### src/rtl/debounce_scheduler_if.sv
// Button-side and processor-side signals of debounce_scheduler.
// DEBOUNCE_STICKY_EN adds the sticky event/ack pair.
interface debounce_scheduler_if #(
  parameter int N_BTN = 4,
  parameter int IDX_W = 2
);
  logic [N_BTN-1:0] btn_raw;
  logic [N_BTN-1:0] btn_stable;
  logic [N_BTN-1:0] btn_press;
  logic [N_BTN-1:0] btn_release;
  logic             busy;
  logic [IDX_W-1:0] active_idx;
  logic [1:0]       fsm_state;
`ifdef DEBOUNCE_STICKY_EN
  logic [N_BTN-1:0] event_ack;
  logic [N_BTN-1:0] btn_event;
`endif

  // Valid/ready style does not apply: btn_raw is sampled every cycle, and each
  // bit of btn_press/btn_release is a one-cycle valid with no back-pressure.
  modport master (
    output btn_raw,
    input  btn_stable, btn_press, btn_release, busy, active_idx, fsm_state
`ifdef DEBOUNCE_STICKY_EN
    , output event_ack
    , input  btn_event
`endif
  );

  modport slave (
    input  btn_raw,
    output btn_stable, btn_press, btn_release, busy, active_idx, fsm_state
`ifdef DEBOUNCE_STICKY_EN
    , input  event_ack
    , output btn_event
`endif
  );
endinterface

### src/rtl/debounce_scheduler.sv
// Debounces N_BTN switches with one shared timer granted round-robin.
// Define DEBOUNCE_STICKY_EN to add sticky btn_event flags cleared by event_ack.
module debounce_scheduler #(
  parameter int N_BTN           = 4,
  parameter int DEBOUNCE_CYCLES = 20000000,
  parameter int CNT_W           = 26,
  parameter int IDX_W           = 2
) (
  input  logic clock,
  input  logic reset,
  debounce_scheduler_if.slave bus
);
  typedef enum logic [1:0] {IDLE = 2'd0, COUNT = 2'd1, COMMIT = 2'd2} state_t;

  localparam logic [CNT_W-1:0] LAST = CNT_W'(DEBOUNCE_CYCLES - 1);

  state_t           state;
  logic [N_BTN-1:0] sync_a;
  logic [N_BTN-1:0] sync_b;
  logic [N_BTN-1:0] stable;
  logic [N_BTN-1:0] press;
  logic [N_BTN-1:0] rel;
  logic [N_BTN-1:0] req;
  logic [CNT_W-1:0] timer;
  logic [IDX_W-1:0] active_idx;
  logic [IDX_W-1:0] rr_ptr;
  logic [IDX_W-1:0] pick_idx;
  logic [IDX_W-1:0] pos;
  logic             target;
  logic             found;
`ifdef DEBOUNCE_STICKY_EN
  logic [N_BTN-1:0] event_q;
`endif

  function automatic logic [IDX_W-1:0] wrap_inc(input logic [IDX_W-1:0] i);
    if (int'(i) >= N_BTN - 1) return '0;
    return i + IDX_W'(1);
  endfunction

  assign req = sync_b ^ stable;

  // Walk from rr_ptr around the ring; the first requester wins the timer.
  always_comb begin
    found    = 1'b0;
    pick_idx = '0;
    pos      = rr_ptr;
    for (int k = 0; k < N_BTN; k++) begin
      if (!found && req[pos]) begin
        found    = 1'b1;
        pick_idx = pos;
      end
      pos = wrap_inc(pos);
    end
  end

  always_ff @(posedge clock or posedge reset) begin
    if (reset) begin
      state      <= IDLE;
      sync_a     <= '0;
      sync_b     <= '0;
      stable     <= '0;
      press      <= '0;
      rel        <= '0;
      timer      <= '0;
      active_idx <= '0;
      rr_ptr     <= '0;
      target     <= 1'b0;
`ifdef DEBOUNCE_STICKY_EN
      event_q    <= '0;
`endif
    end else begin
      sync_a <= bus.btn_raw;
      sync_b <= sync_a;
      press  <= '0;
      rel    <= '0;
`ifdef DEBOUNCE_STICKY_EN
      event_q <= event_q & ~bus.event_ack;
`endif
      case (state)
        IDLE: begin
          if (found) begin
            active_idx <= pick_idx;
            target     <= sync_b[pick_idx];
            timer      <= '0;
            state      <= COUNT;
          end
        end
        COUNT: begin
          // A bounce gives up the timer and moves the pointer past this button.
          if (sync_b[active_idx] != target) begin
            timer  <= '0;
            rr_ptr <= wrap_inc(active_idx);
            state  <= IDLE;
          end else if (timer == LAST) begin
            state <= COMMIT;
          end else begin
            timer <= timer + CNT_W'(1);
          end
        end
        COMMIT: begin
          stable[active_idx] <= target;
          press[active_idx]  <= target;
          rel[active_idx]    <= ~target;
`ifdef DEBOUNCE_STICKY_EN
          // Written after the ack clear above, so a coincident set wins.
          if (target) event_q[active_idx] <= 1'b1;
`endif
          rr_ptr <= wrap_inc(active_idx);
          state  <= IDLE;
        end
        default: state <= IDLE;
      endcase
    end
  end

  assign bus.btn_stable  = stable;
  assign bus.btn_press   = press;
  assign bus.btn_release = rel;
  assign bus.busy        = (state != IDLE);
  assign bus.active_idx  = active_idx;
  assign bus.fsm_state   = state;
`ifdef DEBOUNCE_STICKY_EN
  assign bus.btn_event   = event_q;
`endif
endmodule
### src/flat_wrapper.sv
// flat-port wrapper written by rule: the top's interface ports become plain ports
module debounce_scheduler_flat 
#(
  parameter int N_BTN           = 4,
  parameter int DEBOUNCE_CYCLES = 20000000,
  parameter int CNT_W           = 26,
  parameter int IDX_W           = 2
)
  (clock, reset, bus_btn_raw, bus_btn_stable, bus_btn_press, bus_btn_release, bus_busy, bus_active_idx, bus_fsm_state);
  debounce_scheduler_if #(.N_BTN(N_BTN), .IDX_W(IDX_W)) bus_i ();
  input  logic clock;
  input  logic reset;
  input wire logic [$bits(bus_i.btn_raw)-1:0] bus_btn_raw;
  output wire logic [$bits(bus_i.btn_stable)-1:0] bus_btn_stable;
  output wire logic [$bits(bus_i.btn_press)-1:0] bus_btn_press;
  output wire logic [$bits(bus_i.btn_release)-1:0] bus_btn_release;
  output wire logic [$bits(bus_i.busy)-1:0] bus_busy;
  output wire logic [$bits(bus_i.active_idx)-1:0] bus_active_idx;
  output wire logic [$bits(bus_i.fsm_state)-1:0] bus_fsm_state;
  assign bus_i.btn_raw = bus_btn_raw;
  assign bus_btn_stable = bus_i.btn_stable;
  assign bus_btn_press = bus_i.btn_press;
  assign bus_btn_release = bus_i.btn_release;
  assign bus_busy = bus_i.busy;
  assign bus_active_idx = bus_i.active_idx;
  assign bus_fsm_state = bus_i.fsm_state;
  debounce_scheduler #(.N_BTN(N_BTN), .DEBOUNCE_CYCLES(DEBOUNCE_CYCLES), .CNT_W(CNT_W), .IDX_W(IDX_W)) u_core (.clock(clock), .reset(reset), .bus(bus_i));
endmodule
### config.mk
export PLATFORM = sky130hd
export DESIGN_NAME = debounce_scheduler_flat
export DESIGN_NICKNAME = d
export VERILOG_FILES = /design/src/rtl/debounce_scheduler_if.sv /design/src/rtl/debounce_scheduler.sv /design/src/flat_wrapper.sv
export SDC_FILE = /design/constraint.sdc
export NUM_CORES = 1
export LEC_CHECK = 0
export CORE_ASPECT_RATIO = 1.75
export CORE_MARGIN = 2
export CORE_UTILIZATION = 30
export CTS_BUF_LIST = sky130_fd_sc_hd__clkbuf_8
export CTS_CLUSTER_SIZE = 10
export DETAILED_ROUTE_END_ITERATION = 8
export HOLD_SLACK_MARGIN = 0.15
export PLACE_DENSITY = 0.49
export SLEW_MARGIN = 20
export SYNTH_ARGS = -nofsm -noshare
export SYNTH_HDL_FRONTEND = slang
export SYNTH_SLANG_ARGS = --single-unit
### constraint.sdc
create_clock -name clock -period 3.65 [get_ports clock]
set_input_delay 0.365 -clock clock [delete_from_list [all_inputs] [get_ports clock]]
set_output_delay 0.365 -clock clock [all_outputs]
set_load 0.1 [all_outputs]
==> results of run 1 <==
-- final cells by class --
| class | count | area (um^2) | share of cell area |
|---|---|---|---|
| multi-input cells | 234 | 1460 | 0.441 |
| repair buffers | 25 | 243 | 0.0732 |
| clock inverters | 3 | 46.3 | 0.0140 |
| inverters | 5 | 18.8 | 0.00566 |
| flip-flops and latches | 53 | 1330 | 0.400 |
| clock buffers | 5 | 68.8 | 0.0207 |
| well taps | 122 | 153 | 0.0460 |
-- final timing paths --
path | startpoint | endpoint | slack, ns | depth (start not counted)
setup / recovery | u_core.rr_ptr[0] | u_core.target | 0.83 | 8
hold / removal | u_core.sync_a[1] | u_core.sync_b[1] | 0.37 | 0
setup reg to reg | u_core.rr_ptr[0] | u_core.target | 0.83 | 8
hold reg to reg | u_core.sync_a[1] | u_core.sync_b[1] | 0.37 | 0
max in group asynchronous | reset | u_core.timer[4] | 2.37 | 3
min in group asynchronous | reset | u_core.sync_a[2] | 0.59 | 2
-- state kept, by name, summed over array words and instances (netlist names), 4 cells and up --
name / flops
u_core.bus.btn_press: 4
u_core.bus.btn_release: 4
u_core.bus.btn_stable: 4
u_core.sync_a: 4
u_core.sync_b: 4
u_core.timer: 26
-- worst reg2reg max path, delay by kind of cell (launching register included) --
kind                       cells  cell delay [ns]
and+or+nand+nor                4             0.69
AOI/OAI and AO/OA              3             1.27
adders and majority gates      1             0.26
DFF                            1             0.50
-- routing by layer --
metal | track usage | share of wire
met1 | 0.148 | 0.36
met2 | 0.299 | 0.57
met3 | 0.0249 | 0.031
met4 | 0.0750 | 0.036
met5 | 0 | 0
-- cell families after synthesis --
family	synth area share
mux	0.0224
simple gates	0.246
fa+ha+maj	0.0258
flops	0.456
xor+xnor	0.0288
buf+inv	0.0413
compound gates	0.180
-- through the flow --
step | std cells | area [um^2] | total power [mW]
global placement | 439 | 3200 | 1.77
floorplan | 304 | 2910 | 1.61
detailed placement | 439 | 3200 | 1.78
finish | 447 | 3320 | 2.19
CTS | 447 | 3320 | 2.20
global route | 447 | 3320 | 2.33
-- power by group --
| part | switching (mW) | leakage, nW | internal [mW] |
|---|---|---|---|
| logic | 0.688 | 0.646 | 0.354 |
| clock network | 0.216 | 0.0543 | 0.206 |
| registers | 0.0856 | 0.708 | 0.639 |
| total | 0.989 | 1.41 | 1.20 |
-- synth_stat cells (4+ instances only) --
master     n
nor2_1    26
nand3_1   14
nand2b_1   5
nand2_1   35
clkbuf_1   5
a21o_1     4
nor3b_1    5
o21ai_1    4
inv_1      5
a31oi_1   15
o31ai_1    7
o21ai_0   27
nand4_1    7
a21oi_1   14
dfrtp_1   53
ha_1       6
and3_1     8
-- cell usage in the layout, fill, tap and decap left out, types with 2 or more instances in the layout --
master,n
clkdlybuf4s50_1,22
nand2_1,35
inv_1,4
o31ai_1,7
nand4b_1,2
nand3_1,14
xor2_2,2
nor3b_1,5
o21ai_0,27
and4_1,2
nor3_1,2
clkbuf_8,5
and2_2,2
dfrtp_1,53
nor2b_1,3
a21oi_1,14
o21ai_1,4
nand2b_1,5
a31oi_1,15
ha_1,6
or2_2,3
mux2_2,2
buf_4,3
nor2_1,26
a21o_1,4
and3_1,8
mux2i_1,2
and2_1,3
xnor2_1,3
nor4_1,2
nand4_1,7
==> reports/qor.csv, run 1 <==
metric;value;unit
status;completed;
fin_crit_sh;0.773;
cp_top_family;compound AO/OA/AOI/OAI gates;
cts_setup_buffers;0;
worstSkewPairLatency;0.32;ns
core_area;9470;um^2
worst-path-buf-inv;0;
overflow;0;
grt_pass1_vias;2413;
finalMaxSlewViolations;0;
synth_top_area_frac;0.456;
worst_pin_slew;0.979;ns
avgSynthCellArea;9.57;um^2
viasPerCell;5.33;
fillers;978;
critPathLaunchType;flop;
fp.dieW;78.4;um
fp.dieH;134;um
fin_util;0.350;
yosysSeqAreaShare;0.456;
grt_max_degree;45;
htree_num_levels;2;
crit_slowest_cell;a2111oi_1;
setup_violations;0;
die_area;10500;um^2
cp.arrival;3.05;ns
clkTransAtPathRegs;0.11;ns
start_util;0.307;
firstDrtPassIters;4;
worstSetupPathType;reg -> reg;
wirelength;7580;um
antenna_left;0;
finalSetupTns;0;ns
yosys.area.top_type;dfrtp_1;
cts-resized-gates;0;
critPathMaxStageDelay;0.61;ns
synth_edf_count;0;
synth_nets;316;
place.gp.congestion;0.886;
ys.flop_type;dfrtp_1;
path_cells;ha_1, nor2_2, nor3_1, a311o_1, and4_1, a2111oi_1, nor4bb_1, a211o_1;
fin_hold_ws;0.371;ns
p_leak;1.41;nW
wl_per_cell;16.9;um
pre_cts_ws;0.914;ns
synthTopCellsByArea;dfrtp_1, o21ai_0, nand2_1, nor2_1, a31oi_1;
pin_count;23;
synth_cells;304;
cp_data_required_time;3.87;ns
yosys.cell_types.count;64;
antenna_found_initial;0;
p_per_area;660;nW/um^2
final_layout_size_suffix_gt1_frac;0.0954;
synth_warnings;0;
cts_buffer_depth;2;
async_flop_share;1.00;
ir_drop;299;uV
slew_headroom;0.345;
synthesis.area;2910;um^2
syn_to_final_growth;14.1;%
synth_seq_cells;53;
drc;0;
max_freq;0.354;GHz
fin_crit;2.82;ns
grt_pass1_wl;12300;um
cts_num_sinks;53;
grt_use_total;0.152;
drv_cap;0;
portBuffers;22;
finClkSkew;0.0147;ns
vias;2381;
clockRootBuffer;clkbuf_8;
holdCritPathClass;reg -> reg;
end_kind;flop;
path_max_fanout;10;
row_count;47;
nets;336;
postCtsHoldBufs;0;
drt_iter0_markers;94;
antennaDiodeCount;0;
dp.final_hpwl;5660;um
cts_made_buffers;5;
finalHoldViolCount;0;
rsz0062_at_grt;false;
cts_tree;done;
worst_slack;0.827;ns
Note: power is estimated with default switching activity, not from simulation.
==> run 2: changes to the inputs <==
==> constraint.sdc (replaced) <==
create_clock -name clock -period 2.76 [get_ports clock]
set_input_delay 0.276 -clock clock [delete_from_list [all_inputs] [get_ports clock]]
set_output_delay 0.276 -clock clock [all_outputs]
set_load 0.1 [all_outputs]
==> run 2 against run 1 <==
Clock-buffer cell count up 1. Sequential power increased by 30%. Clock skew fell by 0.0041 ns. Design area grew 0.75%. Combinational power is 35% higher. Critical path depth shrank 2. Sequential share of layout area down 0.22 points. Via count down 1.3%. Flip-flop and latch count did not move. Clock power increased by 32%. Die area stayed put.
==> reports/qor.csv, run 2 (synthesis results as in run 1) <==
metric;value;unit;change
path_cells;xor2_2, o311ai_0, nand2_1, a31oi_1, mux2_2, a211o_1;;was ha_1, nor2_2, nor3_1, a311o_1, and4_1, a2111oi_1, nor4bb_1, a211o_1
r2r_start;u_core.sync_b[2];;was u_core.rr_ptr[0]
firstDrtPassIters;4;;unchanged
finClkSkew;0.0106;ns;was 0.0147 ns
ir_drop;523;uV;was 299 uV
nets;344;;was 336
cts_buffer_depth;2;;unchanged
pin_count;23;;unchanged
setup.worst_path.start;u_core.sync_b[2];;was u_core.rr_ptr[0]
route.met2.wl;4010;um;was 4310 um
overflow;0;;unchanged
fp.dieW;78.4;um;unchanged
drv_cap;0;;unchanged
antenna_left;0;;unchanged
critPathMaxStageDelay;0.68;ns;was 0.61 ns
grt_pass1_wl;12000;um;was 12300 um
finalMaxSlewViolations;0;;unchanged
cts_made_buffers;5;;unchanged
place.gp.congestion;0.824;;was 0.886
fin_crit_sh;0.914;;was 0.773
worstSetupPathType;reg -> reg;;unchanged
syn_to_final_growth;14.9;%;was 14.1%
grt_use_total;0.146;;was 0.152
p_leak;1.48;nW;was 1.41 nW
holdCritPathClass;in -> async;;was reg -> reg
cp.arrival;2.73;ns;was 3.05 ns
stdcell_area;3340;um^2;was 3320 um^2
p_per_area;866;nW/um^2;was 660 nW/um^2
end_kind;flop;;unchanged
start_util;0.307;;unchanged
wirelength;7120;um;was 7580 um
cp_data_required_time;2.97;ns;was 3.87 ns
cts_tree;done;;unchanged
critPathLaunchType;flop;;unchanged
wl_met3;147;um;was 232 um
largest_register;u_core.timer;;unchanged
r2r_setup_slack;0.24;ns;was 0.83 ns
final_cell_mix;dfrtp_1, nand2_1, buf_4;;was dfrtp_1, nand2_1, o21ai_0
fin_util;0.353;;was 0.350
final_common_cell;dfrtp_1;;unchanged
rsz0062_at_grt;false;;unchanged
htree_num_levels;2;;unchanged
dp.final_hpwl;5440;um;was 5660 um
finalHoldViolCount;0;;unchanged
path_max_fanout;6;;was 10
die_area;10500;um^2;unchanged
grt_max_degree;29;;was 45
ff2ff_path_depth;6;;was 8
cts-resized-gates;0;;unchanged
worstSkewPairLatency;0.31;ns;was 0.32 ns
fp.dieH;134;um;unchanged
row_count;47;;unchanged
final_layout_size_suffix_gt1_frac;0.174;;was 0.0954
max_freq;0.396;GHz;was 0.354 GHz
clkTransAtPathRegs;0.09;ns;was 0.11 ns
clockRootBuffer;clkbuf_8;;unchanged
crit_slowest_cell;o311ai_0;;was a2111oi_1
wl_per_cell;15.7;um;was 16.9 um
pre_cts_ws;0.256;ns;was 0.914 ns
drt_iter0_markers;63;;was 94
status;completed;;unchanged
setup_violations;0;;unchanged
core_area;9470;um^2;unchanged
cts_num_sinks;53;;unchanged
grt_pass1_vias;2331;;was 2413
worst_slack;0.238;ns;was 0.827 ns
cts_setup_buffers;0;;unchanged
antennaDiodeCount;0;;unchanged
highest_layer;met4;;unchanged
slew_headroom;0.511;;was 0.345
vias;2351;;was 2381
fin_crit;2.52;ns;was 2.82 ns
viasPerCell;5.17;;was 5.33
postCtsHoldBufs;0;;unchanged
placed_cell_area;3220;um^2;was 3200 um^2
r2r-end;u_core.target;;unchanged
portBuffers;22;;unchanged
antenna_found_initial;0;;unchanged
fillers;996;;was 978
worst_pin_slew;0.724;ns;was 0.979 ns
largest_register_ffs;26;;unchanged
drc;0;;unchanged
drt-met1-wl;2760;um;was 2770 um
run 2: cell count changes in the layout (fill, tap and decap cells not counted), sizes merged:
| cell | before | now |
|---|---|---|
| buf | 3 | 28 |
| clkbuf | 5 | 6 |
| clkdlybuf4s50 | 22 | 5 |
| clkinv | 1 | 0 |
run 2: layout make-up:
| cell class | count | area (um^2) | area share |
|---|---|---|---|
| tap | 122 | 153 | 0.0457 |
| multi-input combinational | 234 | 1460 | 0.437 |
| timing repair buffer | 33 | 260 | 0.0779 |
| clock inverter | 2 | 37.5 | 0.0112 |
| inverter | 5 | 18.8 | 0.00562 |
| sequential | 53 | 1330 | 0.398 |
| clock buffer | 6 | 82.6 | 0.0247 |
run 2: critical path: cells and delay by family (launching register included):
kind,cells,cell delay [ns]
AO/OA/AOI/OAI,3,1.22
XOR/XNOR,1,0.22
flip-flops,1,0.48
multiplexers,1,0.38
AND/OR/NAND/NOR,1,0.12
run 2: worst max-delay path by stage:
stage / slack, ns / end / depth (start not counted)
after floorplan: -0.008 / u_core.target / 6
after global placement: 0.28 / u_core.target / 6
after detailed placement: 0.26 / u_core.target / 6
after CTS: 0.23 / u_core.target / 6
after global routing: 0.08 / u_core.target / 8
final: 0.24 / u_core.target / 6
run 2: layer usage:
layer  GRT usage  up-vias
li1            -     1168
met1       0.153     1150
met2       0.279       21
met3      0.0222       12
met4      0.0624        0
met5           0        -
run 2: power by group:
| part | switching, mW | internal, mW | leakage (nW) |
|---|---|---|---|
| combinational | 0.909 | 0.487 | 0.716 |
| sequential | 0.0973 | 0.846 | 0.705 |
| clock | 0.260 | 0.295 | 0.0574 |
run 2: per-stage QoR:
step,power [mW],hold WS (ns),std cells,setup TNS (ns)
global placement,2.36,0.332,447,0
detailed placement,2.36,0.338,447,0
finish,2.89,0.334,455,0
CTS,2.93,0.360,455,0
floorplan,2.13,0.307,304,-0.00792
global route,3.12,0.370,455,0
